## src/rtl/bcd_seq_conv.sv

```systemverilog
// Sequential binary-to-BCD converter (shift-and-add-3, one bit per clock).
// A value accepted in IDLE is shifted MSB-first through the BCD digit register
// over WIDTH cycles. The result is then held in DONE until the downstream
// handshake completes. Digits beyond DIGITS are dropped, and a sticky flag
// records that the value did not fit.
module bcd_seq_conv #(
    parameter int WIDTH  = 8,
    parameter int DIGITS = 3
) (
    input  logic                  clk,
    input  logic                  rst_n,
    input  logic                  in_valid,
    output logic                  in_ready,
    input  logic [WIDTH-1:0]      binary_in,
    output logic                  out_valid,
    input  logic                  out_ready,
    output logic [4*DIGITS-1:0]   bcd_out,
    output logic                  out_ovf
);

    localparam int CW = (WIDTH > 1) ? $clog2(WIDTH) : 1;
    localparam int BW = 4 * DIGITS;

    typedef enum logic [1:0] {
        IDLE  = 2'd0,
        SHIFT = 2'd1,
        DONE  = 2'd2
    } state_t;

    state_t          state_r;
    state_t          state_s;
    logic [WIDTH-1:0] shift_r;
    logic [WIDTH-1:0] shift_s;
    logic [BW-1:0]   bcd_r;
    logic [BW-1:0]   bcd_s;
    logic [BW-1:0]   adj_s;
    logic            ovf_r;
    logic            ovf_s;
    logic [CW-1:0]   cnt_r;
    logic [CW-1:0]   cnt_s;
    logic            last_step_s;

    // Per-digit correction: a digit of 5 or more becomes >= 8 after +3, so the
    // following left shift carries exactly one ten into the next digit.
    function automatic logic [3:0] add3(input logic [3:0] d);
        logic [3:0] r;
        if (d >= 4'd5) begin
            r = d + 4'd3;
        end else begin
            r = d;
        end
        return r;
    endfunction

    // Apply the add-3 correction to every digit independently (no inter-digit carry).
    always_comb begin
        adj_s = '0;
        for (int k = 0; k < DIGITS; k++) begin
            adj_s[4*k +: 4] = add3(bcd_r[4*k +: 4]);
        end
    end

    assign last_step_s = (cnt_r == CW'(WIDTH - 1));

    // Next-state and datapath update for the IDLE / SHIFT / DONE sequence.
    always_comb begin
        state_s = state_r;
        shift_s = shift_r;
        bcd_s   = bcd_r;
        ovf_s   = ovf_r;
        cnt_s   = cnt_r;
        case (state_r)
            IDLE: begin
                if (in_valid) begin
                    shift_s = binary_in;
                    bcd_s   = '0;
                    ovf_s   = 1'b0;
                    cnt_s   = '0;
                    state_s = SHIFT;
                end else begin
                    state_s = IDLE;
                end
            end
            SHIFT: begin
                // {ovf, bcd, shift} shifts left by one after correction.
                bcd_s   = {adj_s[BW-2:0], shift_r[WIDTH-1]};
                shift_s = shift_r << 1;
                ovf_s   = ovf_r | adj_s[BW-1];
                if (last_step_s) begin
                    cnt_s   = cnt_r;
                    state_s = DONE;
                end else begin
                    cnt_s   = cnt_r + CW'(1);
                    state_s = SHIFT;
                end
            end
            DONE: begin
                if (out_ready) begin
                    state_s = IDLE;
                end else begin
                    state_s = DONE;
                end
            end
            default: begin
                state_s = IDLE;
                shift_s = '0;
                bcd_s   = '0;
                ovf_s   = 1'b0;
                cnt_s   = '0;
            end
        endcase
    end

    // State and datapath registers; reset clears everything so no partial result is visible.
    always_ff @(posedge clk or negedge rst_n) begin
        if (!rst_n) begin
            state_r <= IDLE;
            shift_r <= '0;
            bcd_r   <= '0;
            ovf_r   <= 1'b0;
            cnt_r   <= '0;
        end else begin
            state_r <= state_s;
            shift_r <= shift_s;
            bcd_r   <= bcd_s;
            ovf_r   <= ovf_s;
            cnt_r   <= cnt_s;
        end
    end

    // Handshake flags decode straight from the state register, so no input reaches them combinationally.
    assign in_ready  = (state_r == IDLE);
    assign out_valid = (state_r == DONE);
    assign bcd_out   = bcd_r;
    assign out_ovf   = ovf_r;

endmodule

```

## config.mk

```make
export PLATFORM = sky130hd
export DESIGN_NAME = bcd_seq_conv
export DESIGN_NICKNAME = d
export VERILOG_FILES = /design/src/rtl/bcd_seq_conv.sv
export SDC_FILE = /design/constraint.sdc
export NUM_CORES = 1
export LEC_CHECK = 0
export ABC_AREA = 1
export CAP_MARGIN = 20
export CORE_AREA = 2 2 51 53
export DETAILED_ROUTE_END_ITERATION = 16
export DIE_AREA = 0 0 53 55
export DONT_BUFFER_PORTS = 1
export GPL_ROUTABILITY_DRIVEN = 0
export PLACE_DENSITY_LB_ADDON = 0.12
export REMOVE_ABC_BUFFERS = 1
export SETUP_SLACK_MARGIN = 0.4
export SKIP_LAST_GASP = 1
export SLEW_MARGIN = 10
export SYNTH_ARGS = -nofsm -noshare
export SYNTH_HDL_FRONTEND = slang
export SYNTH_SLANG_ARGS = --single-unit
```

## constraint.sdc

```tcl
create_clock -name clk -period 3.34 [get_ports clk]
set_input_delay 1.002 -clock clk [delete_from_list [all_inputs] [get_ports clk]]
set_output_delay 1.002 -clock clk [all_outputs]
set_load 0.01 [all_outputs]
```

Word-level counts from Yosys, hierarchy flattened
Cells that the tools add are included.

word-level totals
  bits in registers = 26
  input port bits = 12
  output and inout bits = 15
  logic and storage cells = 38

cells by class
  add/sub/neg operators = 4
  order comparisons = 3
  equality and inequality tests = 5
  mux-type cells = 16
  bitwise gates (word level) = 2
  reductions and logical operators = 3

operators with widths
  operator                                             number
  case mux 12 bit (3 select lines)                     1
  case mux 8 bit (3 select lines)                      1
  adder 4 x 2 -> 4 bit, second input constant          3
  >= comparator 4 x 3 -> 1 bit, second input constant  3
  two-way mux 12 bit                                   1
  two-way mux 4 bit                                    3
  case mux 3 bit (3 select lines)                      1
  two-way mux 8 bit                                    1
  two-way mux 3 bit                                    2
  case mux 2 bit (3 select lines)                      1
  two-way mux 2 bit                                    2
  inequality test 2 bit, second input constant         2
  adder 3 x 1 -> 3 bit, second input constant          1
  equality test 3 bit, second input constant           1
  case mux 1 bit (3 select lines)                      1
  AND reduction 3 bit                                  1
  equality test 2 x 1 -> 1 bit, second input constant  1
  equality test 2 bit, second input constant           1
  logical NOT 2 bit                                    1
  two-way mux 1 bit                                    2
  AND reduction 2 bit                                  1
  inverter 1 bit                                       1
  OR 1 bit                                             1

Logic depth before layout (Yosys ltp)
  word-level depth = 4
  mapped depth = 8
  mapped depth without buffers = 8

Worst setup path after synthesis
OpenSTA, ideal clock, no wires.

  kind = flip-flop to output port
  start = register state_r[0]
  end = output port in_ready
  arrival = 678 ps
  required time = 2,338 ps
  setup slack = 1,660 ps
  stages on the path, launching flop included = 2
  buffers on the path = 0
  path through = dfrtp_1 > nor2_2

between the ends
  longest elaborated chain between the ends = 1

ends and longest elaborated chain
  what                    line  source
  from (decl)             30    state_t state_r;
  from (signal assigned)  123   state_r <= state_s;
  logical NOT 2 bit       132   assign in_ready = (state_r == IDLE);
  to (decl)               13    output logic in_ready,

No other way between the ends.

Worst setup path after layout
Same ends and word-level chain as after synthesis.

==> results.tsv <==
stage	metric	value	unit
timing	max_slew_margin	0.731	
worst_setup_path	critPathKind	reg -> out	
timing	finalMaxSlewViolations	0	
worst_setup_path	end_kind	primary output	
die	fp.dieW	53	um
die	boundaryPins	27	
synth	avgSynthCellArea	8.03	um2
worst_setup_path	cp_data_arrival_time	1.10	ns
grt	grt_pass1_vias	1084	
cells_and_area	layout_commonest_cell	nand2_1	
pwr	ir_drop	0.567	mV
grt	grt_antenna_before_repair	0	
timing	fin_crit_sh	0.631	
worst_setup_path	worstPathCellList	nor2_2	
grt	grt_max_degree	27	
timing	fin_crit	2.11	ns
die	die_y	55	um
cells_and_area	layout_common_cells	nand2_1 (66), dfrtp_1 (26), inv_1 (16), nand3_1 (16), nor2_1 (12)	
worst_setup_path	reg2reg_from	bcd_out[4]$_DFFE_PN0P_	
grt	grt_pass1_wl	4530	um
synth	synth_cell_types	25	
grt	overflow	0	
synth	ys_ff_latch	26	
timing	worstMarginPinSlew	0.403	ns
clock_tree	clock-sinks	26	
worst_setup_path	slowest_delay	0.43	ns
timing	fin_tns_setup	0	ns
pwr	p_leak	0.784	nW
clock_tree	cts_inserted_buffers	3	
worst_setup_path	critPathMaxFanout	9	
timing	skew	0.00130	ns
worst_setup_path	cp_top_family	flip-flops	
grt	grt_use_total	0.212	
cells_and_area	fin_nets	205	
clock_tree	cts_resized	0	
pwr	power_density	993	nW/um2
cells_and_area	areaGrowthSynthToFinish	0.254	%
hold_path	hp-class	in -> async	
clock_tree	root_buffer	clkbuf_4	
timing	fmax	475	MHz
synth	netlist_instances	184	
cells_and_area	diodes	0	
clock_tree	clockBufferDepth	2	
die	core-area	2360	um2
status	status	finished clean	
routing	drtAntennaViolNets	0	
routing	vias_per_cell	5.63	
worst_setup_path	r2r_end	bcd_out[5]$_DFFE_PN0P_	
worst_setup_path	crit_required	2.34	ns
synth	seq_area_frac_synth	0.440	
clock_tree	cts_tree	done	
job	cap_violations	0	
routing	wl_per_cell	12.9	um
placement	hpwl	2010	um
clock_tree	htreeDepth	1	
die	initial_core_util	0.625	
pwr	power.total	0.00147	W
worst_setup_path	crit_buf_inv	0	
timing	finalSetupViolCount	0	
routing	route.vias.total	1199	
placement	place.port_buffers	0	
worst_setup_path	reg2reg_slack	1.91	ns
routing	drt_iter0_markers	25	
worst_setup_path	crit_slowest_cell	dfrtp_1	
worst_setup_path	cp-start-kind	flop	
worst_setup_path	worstRegToRegCells	8	
cells_and_area	drive_gt1_frac	0.0765	
clock_tree	clk_latency	0.31	ns
synth	synth_area	1480	um2
routing	drc	0	
timing	hold_violations	0	
timing	rsz0062_at_grt	false	
synth	yosysWarnings	0	
die	fp-row-count	18	
clock_tree	cts.hold.buffers_added	0	
routing	routed_wl	2760	um
clock_tree	path_clk_slew	0.13	ns
die	die_area	2920	um2
routing	firstDrtPassIters	4	
clock_tree	post-cts-setup-buffers	0	
## routing by layer
metal  GRT usage  wire length [um]  share of wire
met1       0.264              1250           0.45
met2       0.377              1350           0.49
met3      0.0269               112          0.041
met4      0.0855                44          0.016
met5           0                 0              0
## metrics by stage
| stage | utilization | setup slack (ns) | instance area [um2] | hold WS, ns | cells |
|---|---|---|---|---|---|
| after floorplan | - | 1.66 | 1420 | 0.442 | 180 |
| after CTS | 0.626 | 1.22 | 1480 | 0.351 | 213 |
| after global placement | 0.617 | 1.62 | 1460 | 0.464 | 210 |
| final | 0.626 | 1.23 | 1480 | 0.356 | 213 |
| after global routing | 0.626 | 1.16 | 1480 | 0.324 | 213 |
| after detailed placement | 0.617 | 1.59 | 1460 | 0.463 | 210 |
## how the worst max path moves through the flow
| stage | from | to | cells after the start |
|---|---|---|---|
| 2_1_floorplan | state_r[0]$_DFF_PN0_ | in_ready | 1 |
| 3_5_place_dp | state_r[0]$_DFF_PN0_ | in_ready | 1 |
| 5_1_grt | state_r[0]$_DFF_PN0_ | in_ready | 1 |
| 6_report | state_r[0]$_DFF_PN0_ | in_ready | 1 |
| 3_3_place_gp | state_r[0]$_DFF_PN0_ | in_ready | 1 |
| 4_1_cts | state_r[0]$_DFF_PN0_ | in_ready | 1 |
## kinds of logic after synthesis
kind of cell / Yosys count / synth area share
compound gates: 23 / 0.106
buf+inv: 23 / 0.0881
simple gates: 104 / 0.298
fa+ha+maj: 8 / 0.0677
flops: 26 / 0.440
## Yosys cell counts
library cell	n	area, um2
a21oi_1	2	10.0
a21oi_2	1	8.76
a31oi_1	6	37.5
buf_12	1	20.0
buf_6	2	22.5
clkbuf_8	1	13.8
dfrtp_1	26	651
ha_1	8	100
inv_1	16	60.1
inv_2	2	7.51
inv_4	1	6.26
nand2_1	66	248
nand2_2	2	12.5
nand2_4	1	11.3
nand3_1	16	80.1
nand4_1	6	37.5
nor2_1	12	45.0
nor2_2	1	6.26
o21ai_0	5	25.0
o21ai_1	2	10.0
o21ai_2	1	8.76
o21ai_4	1	16.3
o21bai_1	2	15.0
o22ai_1	2	12.5
o22ai_2	1	12.5
## registers in the layout, indices dropped and copies added, names as in the netlist
name / count
shift_r: 8
state_r: 2
out_ovf: 1
bcd_out: 12
cnt_r: 3
## power breakdown
group | switching [W] | internal [W]
Combinational | 0.000447 | 0.000262
Sequential | 0.000171 | 0.000461
Clock | 0.0000891 | 0.0000422
## area by class of cell
type | instances | area [um2]
fill | 220 | 883
multi-input combinational | 135 | 697
sequential | 26 | 651
inverter | 19 | 73.8
tap | 30 | 37.5
clock buffer | 3 | 22.5
No activity file was read; power rests on OpenSTA's default activity.
